`config.mk`:
```
export PLATFORM = sky130hd
export DESIGN_NAME = filter_peak_detector
export DESIGN_NICKNAME = d
export VERILOG_FILES = /design/src/rtl/package_settings.sv /design/src/rtl/peak_parameters.sv /design/src/rtl/peak_out_slot.sv /design/src/rtl/filter_peak_detector.sv
export SDC_FILE = /design/constraint.sdc
export NUM_CORES = 1
export LEC_CHECK = 0
export CORE_MARGIN = 2
export CORE_UTILIZATION = 40
export DETAILED_ROUTE_END_ITERATION = 12
export PLACE_DENSITY = 0.63
export SLEW_MARGIN = 10
export SYNTH_ARGS = -nofsm -noshare
export SYNTH_HDL_FRONTEND = slang
export SYNTH_SLANG_ARGS = --single-unit
```
`constraint.sdc`:
```
create_clock -name clk -period 7.1 [get_ports clk]
set_clock_uncertainty 0.15 [all_clocks]
set_input_delay 2.13 -clock clk [delete_from_list [all_inputs] [get_ports clk]]
set_output_delay 2.13 -clock clk [all_outputs]
set_load 0.005 [all_outputs]
```
`src/rtl/package_settings.sv`:
```
// Project-wide data-path settings shared by the signal-processing blocks.
//   SIZE_FILTER_DATA : width of the signed shaped-filter samples and of the
//                      trigger threshold that is compared against them.
package package_settings;

   localparam int SIZE_FILTER_DATA = 16;

endpackage : package_settings

```
`src/rtl/peak_parameters.sv`:
```
// Defaults and shared types for the filter peak detector.
//   MIN_WIDTH_DEFAULT : shortest over-threshold run accepted as a pulse
//   MAX_WIDTH_DEFAULT : run length at which a pulse is flagged as pile-up
//   HOLDOFF_DEFAULT   : dead time, in cycles, after a pulse is emitted
//   peak_state_t      : pulse-tracking FSM states
package peak_parameters;

   localparam int MIN_WIDTH_DEFAULT = 4;
   localparam int MAX_WIDTH_DEFAULT = 64;
   localparam int HOLDOFF_DEFAULT   = 8;

   typedef enum logic [1:0] {
      IDLE  = 2'd0,
      ABOVE = 2'd1,
      HOLD  = 2'd2
   } peak_state_t;

endpackage : peak_parameters

```
`src/rtl/peak_out_slot.sv`:
```
// Single-entry output register with a valid/ready handshake, plus a
// saturating count of events that arrived while the slot was occupied.
// Ports:
//   clk, reset        : clock, asynchronous active-high reset
//   emit              : a finished pulse is presented this cycle
//   emit_amplitude    : pulse maximum to store
//   emit_time         : timestamp of the first maximum sample
//   emit_pileup       : pulse reached the pile-up width
//   peak_ready        : consumer accepts the pending event
//   peak_valid        : an event is held in the slot
//   peak_amplitude    : stored amplitude
//   peak_time         : stored timestamp
//   peak_pileup       : stored pile-up flag
//   dropped_count     : events discarded because the slot was full
module peak_out_slot
   import package_settings::*;
(
   input  logic                        clk,
   input  logic                        reset,
   input  logic                        emit,
   input  logic [SIZE_FILTER_DATA-1:0] emit_amplitude,
   input  logic [31:0]                 emit_time,
   input  logic                        emit_pileup,
   input  logic                        peak_ready,
   output logic                        peak_valid,
   output logic [SIZE_FILTER_DATA-1:0] peak_amplitude,
   output logic [31:0]                 peak_time,
   output logic                        peak_pileup,
   output logic [15:0]                 dropped_count
);

   logic slot_busy;
   logic accept;

   assign accept    = peak_valid && peak_ready;
   // The slot is only "full" for a new event if the current one is not
   // leaving on this very edge; an accepted slot can be refilled at once.
   assign slot_busy = peak_valid && !peak_ready;

   always_ff @(posedge clk or posedge reset) begin
      if (reset) begin
         peak_valid     <= 1'b0;
         peak_amplitude <= '0;
         peak_time      <= '0;
         peak_pileup    <= 1'b0;
         dropped_count  <= '0;
      end else begin
         if (emit) begin
            if (slot_busy) begin
               if (dropped_count != 16'hFFFF) begin
                  dropped_count <= dropped_count + 16'd1;
               end
            end else begin
               peak_valid     <= 1'b1;
               peak_amplitude <= emit_amplitude;
               peak_time      <= emit_time;
               peak_pileup    <= emit_pileup;
            end
         end else if (accept) begin
            peak_valid <= 1'b0;
         end
      end
   end

endmodule : peak_out_slot

```
`src/rtl/filter_peak_detector.sv`:
```
// Peak detector for a shaped-filter sample stream. A pulse is a run of
// samples strictly above the threshold; for runs of at least MIN_WIDTH
// samples the maximum, the timestamp of its first occurrence and a pile-up
// flag are handed to a single-entry output slot. After each emitted pulse
// the detector is blind for HOLDOFF cycles.
// Ports:
//   clk, reset      : clock, asynchronous active-high reset
//   filter_data     : signed sample, one per clock
//   threshold       : signed trigger level
//   peak_ready      : consumer accepts the pending event
//   peak_valid      : event pending
//   peak_amplitude  : maximum sample of the pulse
//   peak_time       : timestamp of the first sample equal to the maximum
//   peak_pileup     : pulse width reached MAX_WIDTH
//   dropped_count   : events lost because the slot was full (saturating)
module filter_peak_detector
   import package_settings::*;
   import peak_parameters::*;
#(
   parameter int MIN_WIDTH = MIN_WIDTH_DEFAULT,
   parameter int MAX_WIDTH = MAX_WIDTH_DEFAULT,
   parameter int HOLDOFF   = HOLDOFF_DEFAULT
) (
   input  logic                        clk,
   input  logic                        reset,
   input  logic [SIZE_FILTER_DATA-1:0] filter_data,
   input  logic [SIZE_FILTER_DATA-1:0] threshold,
   input  logic                        peak_ready,
   output logic                        peak_valid,
   output logic [SIZE_FILTER_DATA-1:0] peak_amplitude,
   output logic [31:0]                 peak_time,
   output logic                        peak_pileup,
   output logic [15:0]                 dropped_count
);

   localparam int WIDTH_W = $clog2(MAX_WIDTH + 1);
   localparam int HOLD_W  = (HOLDOFF > 2) ? $clog2(HOLDOFF) : 1;

   localparam logic [WIDTH_W-1:0] WIDTH_ONE = WIDTH_W'(1);
   localparam logic [WIDTH_W-1:0] MIN_W     = WIDTH_W'(MIN_WIDTH);
   localparam logic [WIDTH_W-1:0] MAX_W     = WIDTH_W'(MAX_WIDTH);
   localparam logic [HOLD_W-1:0]  HOLD_LOAD = HOLD_W'(HOLDOFF - 1);

   peak_state_t                 state;
   peak_state_t                 state_next;
   logic [31:0]                 timestamp;
   logic [WIDTH_W-1:0]          width;
   logic [WIDTH_W-1:0]          width_next;
   logic [SIZE_FILTER_DATA-1:0] max_value;
   logic [SIZE_FILTER_DATA-1:0] max_next;
   logic [31:0]                 max_time;
   logic [31:0]                 max_time_next;
   logic                        pileup;
   logic                        pileup_next;
   logic [HOLD_W-1:0]           hold_count;
   logic [HOLD_W-1:0]           hold_next;
   logic                        above;
   logic                        emit;

   assign above = $signed(filter_data) > $signed(threshold);

   // Free-running timestamp; wraps naturally at 2^32.
   always_ff @(posedge clk or posedge reset) begin
      if (reset) begin
         timestamp <= '0;
      end else begin
         timestamp <= timestamp + 32'd1;
      end
   end

   always_ff @(posedge clk or posedge reset) begin
      if (reset) begin
         state      <= IDLE;
         width      <= '0;
         max_value  <= '0;
         max_time   <= '0;
         pileup     <= 1'b0;
         hold_count <= '0;
      end else begin
         state      <= state_next;
         width      <= width_next;
         max_value  <= max_next;
         max_time   <= max_time_next;
         pileup     <= pileup_next;
         hold_count <= hold_next;
      end
   end

   always_comb begin
      state_next    = state;
      width_next    = width;
      max_next      = max_value;
      max_time_next = max_time;
      pileup_next   = pileup;
      hold_next     = hold_count;
      emit          = 1'b0;

      case (state)
         IDLE: begin
            if (above) begin
               state_next    = ABOVE;
               width_next    = WIDTH_ONE;
               max_next      = filter_data;
               max_time_next = timestamp;
               pileup_next   = (WIDTH_ONE >= MAX_W);
            end
         end

         ABOVE: begin
            if (above) begin
               if (width != MAX_W) begin
                  width_next = width + WIDTH_ONE;
               end
               if (width_next == MAX_W) begin
                  pileup_next = 1'b1;
               end
               // Strictly greater only: an equal sample keeps the earlier time.
               if ($signed(filter_data) > $signed(max_value)) begin
                  max_next      = filter_data;
                  max_time_next = timestamp;
               end
            end else if (width >= MIN_W) begin
               // The terminating sample is at or below threshold, so it can
               // never be the maximum; the registered max is the event.
               emit       = 1'b1;
               state_next = HOLD;
               hold_next  = HOLD_LOAD;
            end else begin
               state_next = IDLE;
            end
         end

         HOLD: begin
            if (hold_count == '0) begin
               state_next = IDLE;
            end else begin
               hold_next = hold_count - HOLD_W'(1);
            end
         end

         default: begin
            state_next = IDLE;
         end
      endcase
   end

   peak_out_slot u_slot (
      .clk            (clk),
      .reset          (reset),
      .emit           (emit),
      .emit_amplitude (max_value),
      .emit_time      (max_time),
      .emit_pileup    (pileup),
      .peak_ready     (peak_ready),
      .peak_valid     (peak_valid),
      .peak_amplitude (peak_amplitude),
      .peak_time      (peak_time),
      .peak_pileup    (peak_pileup),
      .dropped_count  (dropped_count)
   );

endmodule : filter_peak_detector

```
Word-level counts from Yosys, hierarchy flattened
Index checks and enable logic that the tools add are counted.

Add/subtract/negate cells: 4. $lt $le $gt $ge: 3. Equality and inequality tests: 14. Bitwise logic cells: 1. Reductions and logical operators: 16. Mux-type cells: 33.

Operator list (number): 32-bit 2-to-1 mux (3); 32-bit case mux with 2 select lines (1); 16-bit 2-to-1 mux (3); 7-bit 2-to-1 mux (5); 32-bit by 1-bit adder with 32-bit output, second input constant (1); 16-bit greater-than comparator (2); 16-bit case mux with 2 select lines (1); 2-bit != test, second input constant (9); 16-bit by 1-bit adder with 16-bit output, second input constant (1); 16-bit != test, second input constant (1); 7-bit case mux with 2 select lines (1); 4-bit AND reduction (3); 1-bit 2-to-1 mux (9); 3-bit 2-to-1 mux (3); 3-bit AND reduction (3); 2-bit 2-to-1 mux (4); 7-bit by 1-bit adder with 7-bit output, second input constant (1); 7-bit equality test, second input constant (1); 7-bit by 3-bit >= comparator with 1-bit output, second input constant (1); 7-bit != test, second input constant (1); 2-bit case mux with 3 select lines (1); 3-bit case mux with 2 select lines (1); 2-bit nonzero test (3); 2-bit AND reduction (2); 9 further kinds (10).

Output and inout bits: 66. Bits in registers: 159. Word-level logic and storage cells: 83.

Longest topological paths before layout
Depth after elaboration: 8. Mapped depth: 13. Gate-level depth less buffers: 9.

Modules after synthesis
A second synthesis with hierarchy kept.

Cell total of the unflattened synthesis: 604. Area total of the unflattened synthesis: 7500.9 sq um.

Modules (own cells, without submodules): filter_peak_detector (cells an instance 423, sequential area each 2327.2 sq um, instances 1, area an instance 4828.4 sq um); peak_out_slot (cells an instance 181, sequential area each 1651.6 sq um, instances 1, area an instance 2672.6 sq um).

Least setup slack after synthesis
No wires, ideal clock.

Kind: input port to flip-flop. From: in threshold[15]. To: reg max_time[14]. Data arrival time: 4.540 ns. Data required time: 6.822 ns. Cell stages on the path: 11. Slack: 2.282 ns. Path through: inv_1 ha_1 buf_4 nand4_4 a2111o_1 nand3_1 mux2_2 a311o_1 buf_6 buf_4 mux2_1.

Cells in the longest elaborated chain, start to end: 3.

Ends and longest elaborated chain: from (decl) (line filter_peak_detector.sv:27) `input logic [SIZE_FILTER_DATA-1:0] threshold,`; 16-bit greater-than comparator (*) (line filter_peak_detector.sv:60) `assign above = $signed(filter_data) > $signed(threshold);`; 2-bit != test (no source line); 4-bit AND reduction (no source line) (*); to (signal assigned) (line filter_peak_detector.sv:83) `max_time <= max_time_next;`; to (decl) (line filter_peak_detector.sv:51) `logic [31:0] max_time;`.

Mark *: on every way between the ends. The rest lies on a longest branch, timed or not. A chain may end at the register's enable or synchronous reset.

Final worst setup path
From: in filter_data[15]. To: reg u_slot.peak_time[30].

Cells in the longest elaborated chain, start to end: 4.

Ends and longest elaborated chain: from (decl) (line filter_peak_detector.sv:26) `input logic [SIZE_FILTER_DATA-1:0] filter_data,`; 16-bit greater-than comparator (line filter_peak_detector.sv:60); 1-bit 2-to-1 mux (line filter_peak_detector.sv:110) `if (above) begin`; 1-bit 2-to-1 mux (line filter_peak_detector.sv:98) `case (state)`; 2-bit AND reduction (no source line); to (signal assigned) (line peak_out_slot.sv:56) `peak_time <= emit_time;`; to (decl) (line peak_out_slot.sv:27) `output logic [31:0] peak_time,`.

Every way passes these cells.

==> out/results.txt <==
Share of cells above drive strength 1: 15.4%
RR Startpoint: max_value[15]
Syn nets: 678
Hold Path Origin: timestamp[31]
1st-iter DRT viols: 251
Final setup fails: 0
Post-Route WL: 14500 um
Crit start category: input port
Slew margin rel.: 28.5%
Main flop type after synthesis: dfrtp_1
Sequential element share of the synthesized area: 53.8%
CP Data Required Time: 7.25 ns
CTS Root Cell: clkbuf_16
M3 GR Usage: 3.42%
Data arrival, critical path: 5.67 ns
Worst Tran Pin Value: 1.07 ns
GRT overflow: 0
Top cell type's share of synthesized area: 53.8%
Fillers: 1561
FP Rows: 49
Mapped cell area: 7400 um2
IO Count: 101
Comb power frac: 25.6%
CTS Sinks: 159
Period Utilization, post-route: 77.8%
Leak: 4.41 nW
Clk slew on worst S/H paths: 0.06 ns
Critical path class: in -> reg
Worst min path class: reg -> reg
CTS tree: built
Worst-path maximum fanout: 28
Slew Limit Fails: 0
First-pass iteration count of the detailed router: 10
Chip Width: 140 um
Crit end category: register
Max-cap viol count: 0
Failing checks: DRC
Yosys top cell by area: dfrtp_1
Status: complete, but fails checks
Cts repair resizes: 0
Commonest cells post-synth: 159 x dfrtp_1, 69 x mux2_2, 47 x inv_1, 38 x ha_1
Tmin final: 5.52 ns
CTS max path bufs: 2
Initial antenna violation count: 0
Worst ir drop on vdd: 0.170 mV
# port buffers: 100
Area Overhead vs Synth: 25.3%
Top Usage Layer GRT: met2
Fmax: 181 MHz
Hpwl dp: 10000 um
Synth Instances: 605
Async SR Flop Fraction: 100%
Design internal power: 2.09 mW
Die area: 19600 um2
Vias per cell: 5.03
Placed Area: 8640 um2
CTS buffer count: 17
Core area: 18100 um2
Global routing usage on met1: 20.7%
Vias in the first global route: 4969
Cell with the most instances after synthesis: dfrtp_1
Synth top area cells: dfrtp_1 54%, mux2_2 11%, ha_1 6.4%
Setup_tns: 0 ns
Worst setup path startpoint: filter_data[15]
Postcts setup bufs: 0
Clock power share: 34.0%
Switching Share: 27.5%
Vias: 4799
Fin area: 9270 um2
Starting Density: 40.9%
Sw Pwr: 792 uW
Final ANT Viol Nets: 0
Post-synth EDFFs: 0
Gr usage total: 15.8%
# hold bufs at CTS: 0
Global-route wire length before repair: 24800 um
Largest net degree at the start of global routing: 116
CTS H-tree lvls: 4
Register share of total power: 40.5%
Synth cell types: 48
YS warnings: 0
Total Nets Final: 788
Cell Pwr Density: 311 nW/um2
Clk_lat worst skew: 0.42 ns
# diodes: 0
Met2 Resource Use GR: 26.0%
Wirelength per Cell: 15.2 um
Mean Syn Cell Area: 12.2 um2
Flops & latches, synth: 159
DRC Markers: 6
Die Ht: 140 um
Gpl congestion: 0.778
Hold Vio Cnt, Final: 0
Unrepaired setup endpoints after global routing: false
-- state kept, by name, indices dropped and copies added, names as in the netlist --
signal                 flops
timestamp                 32
u_slot.dropped_count      16
pileup                     1
state                      2
hold_count                 3
u_slot.peak_time          32
u_slot.peak_valid          1
max_time                  32
max_value                 16
u_slot.peak_amplitude     16
width                      7
u_slot.peak_pileup         1
-- layout make-up --
| type | instances | area (um2) | area share [%] |
|---|---|---|---|
| Clock buffer | 18 | 439 | 4.74 |
| Timing Repair Buffer | 107 | 1070 | 11.5 |
| Inverter | 47 | 181 | 1.96 |
| Multi-Input combinational cell | 383 | 3130 | 33.7 |
| Sequential cell | 159 | 3980 | 42.9 |
| Clock inverter | 11 | 191 | 2.06 |
| Tap cell | 229 | 287 | 3.09 |
-- power by group through the flow --
| stage | clock network [mW] | registers [mW] | logic, mW |
|---|---|---|---|
| 2_1_floorplan | 0 | 1.15 | 0.501 |
| 3_3_place_gp | 0 | 1.18 | 0.729 |
| 3_5_place_dp | 0 | 1.19 | 0.745 |
| 4_1_cts | 1.00 | 1.17 | 0.751 |
| 5_1_grt | 1.04 | 1.19 | 0.825 |
| 6_report | 0.979 | 1.17 | 0.737 |
-- kinds of logic (layout without fill, tap and decap cells) --
| logic type | count (synthesis) | in the layout | share of synthesized area [%] |
|---|---|---|---|
| compound gates | 49 | 49 | 4.46 |
| xor+xnor | 49 | 49 | 5.80 |
| fa+ha+maj | 38 | 38 | 6.43 |
| buf+inv | 63 | 183 | 3.99 |
| flops | 159 | 159 | 53.8 |
| mux | 100 | 100 | 15.2 |
| simple gates | 147 | 147 | 10.3 |
-- metal layers --
| layer | part of all wire [%] | vias to the layer above |
|---|---|---|
| met2 | 48 | 87 |
| li1 | - | 2329 |
| met5 | 0 | - |
| met1 | 47 | 2366 |
| met4 | 1.6 | 0 |
| met3 | 3.2 | 17 |
-- worst max-delay path, cell delays in order --
cell and delay (ns):
clkdlybuf4s50_1 0.47, ha_1 0.53, nand4_4 0.15, or4_1 0.64
a311oi_4 0.27, buf_4 0.24, and2_2 0.56, buf_12 0.28
mux2_2 0.36
-- placed cells by master (no fill, tap or decap), types with 17 or more instances in the layout --
cell type	n
clkbuf_16	17
clkdlybuf4s50_1	100
dfrtp_1	159
ha_1	38
inv_1	46
mux2_1	30
mux2_2	69
nand2_1	34
nand3_1	35
nor2_1	22
xnor2_1	35
-- stage by stage --
stage          utilization (%)  hold slack, ns  cells  setup WS [ns]  power [mW]
3_3_place_gp              47.8           0.313    925           1.22        1.91
5_1_grt                   51.3           0.350    954           1.40        3.06
4_1_cts                   51.3           0.325    954           1.58        2.92
3_5_place_dp              47.8           0.313    925           1.15        1.93
2_1_floorplan                -           0.292    605          0.528        1.65
6_report                  51.3           0.320    954           1.58        2.88
-- final timing paths --
check,end,slack [ns],depth (start not counted)
max,u_slot.peak_time[30],1.58,9
min reg2reg,timestamp[31],0.32,1
min,timestamp[31],0.32,1
min in group asynchronous,u_slot.peak_time[2],2.13,2
max reg2reg,max_time[15],3.63,10
max in group asynchronous,u_slot.peak_time[29],3.36,3
(Power assumes the default switching activity.)
